$ cat src/rtl/noc_pkg.sv
// noc_pkg: shared network-on-chip constants and flit layout
package noc_pkg;
    localparam int PORTS = 4;
    localparam int WIDTH = 8;
    typedef struct packed {
        logic [PORTS-1:0] dest;
        logic [WIDTH-1:0] data;
    } flit_t;
endpackage

$ cat src/rtl/sync_fifo.sv
// sync_fifo: circular FIFO with occupancy count and combinational head
module sync_fifo #(
    parameter int WIDTH = 8,
    parameter int DEPTH = 4
) (
    input  logic                     clk,
    input  logic                     rst,
    input  logic                     push,
    input  logic                     pop,
    input  logic [WIDTH-1:0]         wdata,
    output logic                     full,
    output logic                     empty,
    output logic [$clog2(DEPTH):0]   count,
    output logic [WIDTH-1:0]         head
);
    localparam int AW = $clog2(DEPTH);
    logic [WIDTH-1:0] mem [DEPTH];
    logic [AW-1:0]    rd;
    logic [AW-1:0]    wr;
    assign full  = count == (AW+1)'(DEPTH);
    assign empty = count == '0;
    assign head  = mem[rd];
    // pointers wrap naturally at the power-of-two depth
    always_ff @(posedge clk) begin
        if (rst) begin
            rd    <= '0;
            wr    <= '0;
            count <= '0;
        end else begin
            if (push) wr <= wr + 1'b1;
            if (pop) rd <= rd + 1'b1;
            count <= count + {{AW{1'b0}}, push} - {{AW{1'b0}}, pop};
        end
    end
    // storage needs no reset; occupancy decides what is valid
    always_ff @(posedge clk) begin
        if (push) mem[wr] <= wdata;
    end
endmodule

$ cat src/rtl/crossbar_input_buffer.sv
// crossbar_input_buffer: per-input flit queue with multicast completion tracking
module crossbar_input_buffer
    import noc_pkg::*;
#(
    parameter int PORTS = noc_pkg::PORTS,
    parameter int WIDTH = noc_pkg::WIDTH,
    parameter int DEPTH = 4
) (
    input  logic                   clk,
    input  logic                   rst,
    input  logic                   in_valid,
    output logic                   in_ready,
    input  logic [WIDTH-1:0]       in_data,
    input  logic [PORTS-1:0]       in_dest,
    output logic [PORTS-1:0]       dest,
    output logic [WIDTH-1:0]       data_o,
    input  logic [PORTS-1:0]       ack,
    output logic [$clog2(DEPTH):0] count
);
    logic             full;
    logic             empty;
    logic             push;
    logic             pop;
    logic [PORTS-1:0] head_dest;
    logic [WIDTH-1:0] head_data;
    logic [PORTS-1:0] served;
    logic [PORTS-1:0] eff;
    sync_fifo #(.WIDTH(PORTS + WIDTH), .DEPTH(DEPTH)) u_fifo (
        .clk   (clk),
        .rst   (rst),
        .push  (push),
        .pop   (pop),
        .wdata ({in_dest, in_data}),
        .full  (full),
        .empty (empty),
        .count (count),
        .head  ({head_dest, head_data})
    );
    // a zero-destination flit completes its handshake but is never stored
    always_comb begin
        in_ready = !full;
        push     = in_valid && in_ready && |in_dest;
        dest     = empty ? '0 : head_dest & ~served;
        data_o   = empty ? '0 : head_data;
        eff      = ack & dest;
        pop      = !empty && ((served | eff) == head_dest);
    end
    // accumulate outputs that took the head; clear when the head retires
    always_ff @(posedge clk) begin
        if (rst || pop) served <= '0;
        else served <= served | eff;
    end
endmodule

$ cat config.mk
export PLATFORM = sky130hd
export DESIGN_NAME = crossbar_input_buffer
export DESIGN_NICKNAME = d
export VERILOG_FILES = /design/src/rtl/noc_pkg.sv /design/src/rtl/sync_fifo.sv /design/src/rtl/crossbar_input_buffer.sv
export SDC_FILE = /design/constraint.sdc
export NUM_CORES = 1
export LEC_CHECK = 0
export ABC_AREA = 1
export CAP_MARGIN = 20
export CORE_MARGIN = 3
export CORE_UTILIZATION = 44
export CTS_BUF_LIST = sky130_fd_sc_hd__clkbuf_4
export CTS_CLUSTER_SIZE = 30
export DETAILED_ROUTE_END_ITERATION = 6
export GPL_TIMING_DRIVEN = 1
export MAX_ROUTING_LAYER = met4
export PLACE_DENSITY = 0.66
export SLEW_MARGIN = 10
export SYNTH_ARGS = -nofsm -noshare
export SYNTH_HDL_FRONTEND = slang
export SYNTH_SLANG_ARGS = --single-unit
$ cat constraint.sdc
create_clock -name clk -period 2.4 [get_ports clk]
set_clock_uncertainty 0.1 [all_clocks]
set_input_delay 0.36 -clock clk [delete_from_list [all_inputs] [get_ports clk]]
set_output_delay 0.36 -clock clk [all_outputs]
set_load 0.02 [all_outputs]
* Word-level counts from Yosys, hierarchy flattened *
Memory sizes are Yosys's and may differ from the RTL's. A register that Yosys moved wholly into a read port is not among the register bits.
Index checks and enable logic that the tools add are counted.

cells by class
  $add $sub $neg = 4
  eq/ne operators = 2
  multiplexer cells = 6
  bitwise logic cells = 4
  reduce and logical (&&, ||, !) cells = 8

operators by type and width
  cell                 number
  $and 4x4->4          2
  $mux 8               1
  $add 2x1->2 const B  2
  $eq 4x4->1           1
  $mux 2               2
  $mux 4               1
  $not 4->4            1
  $or 4x4->4           1
  $reduce_or 4->1      1
  $add 3x1->3          1
  $eq 3x3->1 const B   1
  $logic_and 1x1->1    3
  $logic_not 3->1      1
  $sub 3x1->3          1
  $logic_not 1->1      2
  $mux 1               2
  $logic_or 1x1->1     1

word-level totals
  bits in registers = 11
  RAM bits = 48
  input bits = 19
  output and inout port bits = 16
  word-level logic and storage cells = 29
  memories kept = 1

memories
  memory      words  bits a word  read ports  clocked after memory_dff  wr ports  line             source
  u_fifo.mem  4      12           1           1                         1         sync_fifo.sv:17  logic [WIDTH-1:0] mem [DEPTH];

* Depth between registers and ports, before layout *
  depth in word-level cells = 9
  mapped depth = 21
  mapped depth without buffers = 19

* Cells and area by module *
A second synthesis with hierarchy kept.

second synthesis, totals
  cells, all modules = 265
  area total of the unflattened synthesis = 2796.4 µm²

modules (own cells, without submodules)
  module                 times used  cells each  area each (µm²)  sequential area each (µm²)
  sync_fifo              1           194         2414.8           1621.6
  crossbar_input_buffer  1           71          381.6            80.1

* Least setup slack after synthesis *
OpenSTA, ideal clock, no wires.

  path type = register to register
  start = reg u_fifo.count[1]
  end = reg u_fifo.count[2]
  library setup time = 70 ps
  arrival = 2275 ps
  data required time = 2230 ps
  setup slack = -44 ps
  stages on the path, launching flop included = 15
  buffers on the path = 0
  clock period less this slack = 2444 ps
  path through = dfxtp_1 > nor3_4 > inv_1 > a21oi_1 > nor2_2 > nand2_2 > clkinv_2 > ha_1 > inv_1 > ha_1 > inv_1 > fa_1 > inv_1 > o21ai_0 > a21oi_1

between the ends
  cells in the longest elaborated chain, start to end = 7
  elaborated cells between the ends (all ways) = 13
  classes of those cells = add/sub (2); eq/ne (2); mux (1); bitwise (2); reduce/logical (6)

RTL lines
  what                    line                         source
  start, declared         sync_fifo.sv:13              output logic [$clog2(DEPTH):0] count,
  start signal, assigned  sync_fifo.sv:32              count <= count + {{AW{1'b0}}, push} - {{AW{1'b0}}, pop};
  $logic_not 3->1 (*)     sync_fifo.sv:21              assign empty = count == '0;
  $mux 4                  crossbar_input_buffer.sv:43  dest = empty ? '0 : head_dest & ~served;
  $and 4x4->4             crossbar_input_buffer.sv:45  eff = ack & dest;
  $or 4x4->4              crossbar_input_buffer.sv:46  pop = !empty && ((served | eff) == head_dest);
  $eq 4x4->1              crossbar_input_buffer.sv:46
  $logic_and 1x1->1 (*)   crossbar_input_buffer.sv:46
  named net pop           crossbar_input_buffer.sv:23  logic pop;
  $sub 3x1->3 (*)         sync_fifo.sv:32

Mark *: on every way through the listed nets, which the timed path passes. The rest lies on a longest branch.
A chain may end at the register's enable or synchronous reset.

==> results.cfg <==
[status]
outcome = finished, final reports clean

[final_layout]
area_delta_synth_final_pct = 31.6
antenna_cells = 0
drive_gt1_share_pct = 32.0
fillerInstances = 452
fin_area_sq_um = 3540
regArea_sq_um = 1710
nNetsFinal = 355
post-route-util_pct = 62.1
multi_input_area_sq_um = 897

[floorplanning]
die_w_microns = 84.2
die_y_microns = 84.2
fp.coreArea_sq_um = 5710
initial_utilization_pct = 47.2
die_area_sq_um = 7090
io_pins = 35
rows = 27

[timing]
finalCriticalPeriod_ns = 2.40
max_slew_margin_pct = 81.2
setup_tns_ns = 0
worst_hold_slack_ns = 0.401
period_share_pct = 99.9
worst_pin_slew_ns = 0.281
rsz0062_at_grt = true
hold_viol = 0
timing.fmax_ghz = 0.417
final_max_slew_viol_count = 0
setup_violations = 0

[synthesis]
synth_nets = 279
postSynthAreaPerCell_sq_um = 10.6
synth_area_sq_um = 2690
ys_warn_count = 0
synth-seq-area-share_pct = 63.2
netlist_instances = 253
synth_seq_cells = 61
ys_types = 30

[worst_setup_path]
r2r_setup_slack_ns = 0.002
cp-end-kind = flip-flop
path_class = flip-flop to flip-flop
crit_fanout = 7
arrival_ns = 2.58
start_kind = flip-flop
cp.required_ns = 2.59

[cts]
insertion_delay_ns = 0.38
holdBufCountCts = 0
clkTransAtPathRegs_ns = 0.11
cts-buffers-inserted = 9
cts_tree = built
cts.sinks = 61
clk_path_buf_depth = 2
cts_root_buf = clkbuf_4
h-tree-depth = 3

[routing]
final_antenna_net_count = 0
wl_per_cell_microns = 13.5
wl_microns = 5470
drt_iter0_markers = 136
firstDrtPassIters = 4
drc = 0
via_per_inst = 4.83
vias = 1961

[power]
seq_power_share_pct = 33.8
p_int_w = 0.00246
p_per_area_nw_per_um2 = 1160
ir_drop_mv = 0.561
clkPwrFrac_pct = 14.8
power_frac_comb_pct = 51.4
power.share.switching_pct = 40.1
p_switching_w = 0.00165
p_leak_nw = 1.42

[placed_design]
dpl.hpwl_microns = 3530
routabilityCongestion = 0.795
port_buffers = 34
placedInstanceArea_sq_um = 3260

[job]
cap_viol_max_count = 0

[global_routing]
grt_pass1_vias = 1975
grt_pass1_wl_microns = 8990
grt_max_degree = 17
overflow = 0
gr-usage-all-layers_pct = 16.9
antenna_found_initial = 0

[worst_hold_path]
hp-class = flip-flop to flip-flop
hp-start = u_fifo.rd[1]
## power groups by stage
stage	logic [W]	registers, W	clock network [W]
2_1_floorplan	0.00107	0.00143	0
3_3_place_gp	0.00186	0.00139	0
3_5_place_dp	0.00187	0.00140	0
4_1_cts	0.00207	0.00139	0.000631
5_1_grt	0.00233	0.00140	0.000674
6_report	0.00211	0.00139	0.000609
## critical path, cell delays in order (launching register included)
cell	delay [ns]
dfxtp_4	0.37
buf_12	0.14
inv_12	0.06
nand2_2	0.05
nand3_2	0.07
nand2_2	0.06
nand2_1	0.05
nand2_1	0.05
inv_1	0.07
nand2_2	0.07
nor2_4	0.11
nand2_2	0.09
inv_4	0.07
ha_4	0.19
inv_2	0.06
ha_4	0.12
inv_2	0.03
fa_2	0.51
nor2_1	0.04
## through the flow
stage | total power [W] | setup WS (ns) | instances
final | 0.00411 | 0.00198 | 406
after floorplan | 0.00250 | 0.0115 | 253
after global routing | 0.00441 | -0.106 | 406
after CTS | 0.00409 | 0.00215 | 404
after global placement | 0.00325 | -0.190 | 377
after detailed placement | 0.00327 | -0.259 | 377
## cell type report
type	instances	share of cell area, %
timing repair inverter	1	0.247
tap	72	2.54
inverter	28	3.39
sequential	61	48.2
timing repair buffer	72	16.9
clock buffer	9	1.91
clock inverter	7	1.45
multi-input combinational	156	25.3
## layer usage
layer / wire, microns / track usage [%] / vias up
li1: - / - / 996
met5: 0 / - / -
met4: 66 / 10.1 / 0
met2: 2760 / 25.6 / 38
met3: 220 / 3.93 / 6
met1: 2420 / 20.4 / 921
## cell usage after synthesis (all sizes together)
master / number / area [sq um]
fa: 1 / 20.0
o211ai: 2 / 20.0
buf: 7 / 68.8
o21ai: 20 / 104
clkbuf: 1 / 3.75
inv: 27 / 106
dfxtp: 13 / 260
a21oi: 18 / 90.1
xnor2: 1 / 8.76
nand3: 10 / 60.1
edfxtp: 48 / 1440
nor2: 47 / 189
ha: 6 / 75.1
xor2: 1 / 8.76
nor3: 6 / 41.3
nand2: 44 / 190
clkinv: 1 / 5.00
## registers in the layout, indices dropped and copies added (netlist names), named ones only
register / flops
u_fifo.mem: 48
u_fifo.wr: 2
u_fifo.count: 3
u_fifo.rd: 2
served: 4
## cells in the final DEF, fill, tap and decap left out, types with 2 or more instances in the layout
master,instances
ha_4,2
nor3_1,5
dlygate4sd2_1,3
nand2_1,27
buf_4,37
inv_2,5
clkdlybuf4s15_1,2
clkbuf_4,9
nor2_2,2
ha_1,4
a21oi_1,16
nor2_4,2
clkdlybuf4s50_1,22
nand2_4,2
nor2_1,43
clkinv_4,3
dfxtp_2,3
clkbuf_2,7
edfxtp_1,48
o21ai_0,18
nand3_2,6
inv_6,2
inv_1,21
dfxtp_1,9
nand2_2,15
a21oi_2,2
nand3_1,4
## worst paths after layout
check                          to  cells past startpoint
setup / recovery  u_fifo.count[1]                     18
setup reg to reg  u_fifo.count[1]                     18
hold reg to reg         flip-flop                      2
hold / removal          flip-flop                      2
## logic make-up (layout without fill, tap and decap cells)
kind of cell	Yosys count	in the layout	synth area share (%)
and+or+nand+nor	107	107	17.8
AOI/OAI and AO/OA	40	40	7.95
DFF	61	61	63.2
adders and majority gates	7	7	3.53
xor gates and xnor gates	2	2	0.651
buffers and inverters	36	117	6.83
## timing repair
item	CTS	global route
gates cloned	1	0
setup buffers	11	2
pin swaps	8	3
setup endpoints to repair	14	11
resized for setup	46	20
Note: power is estimated with default switching activity, not from simulation.
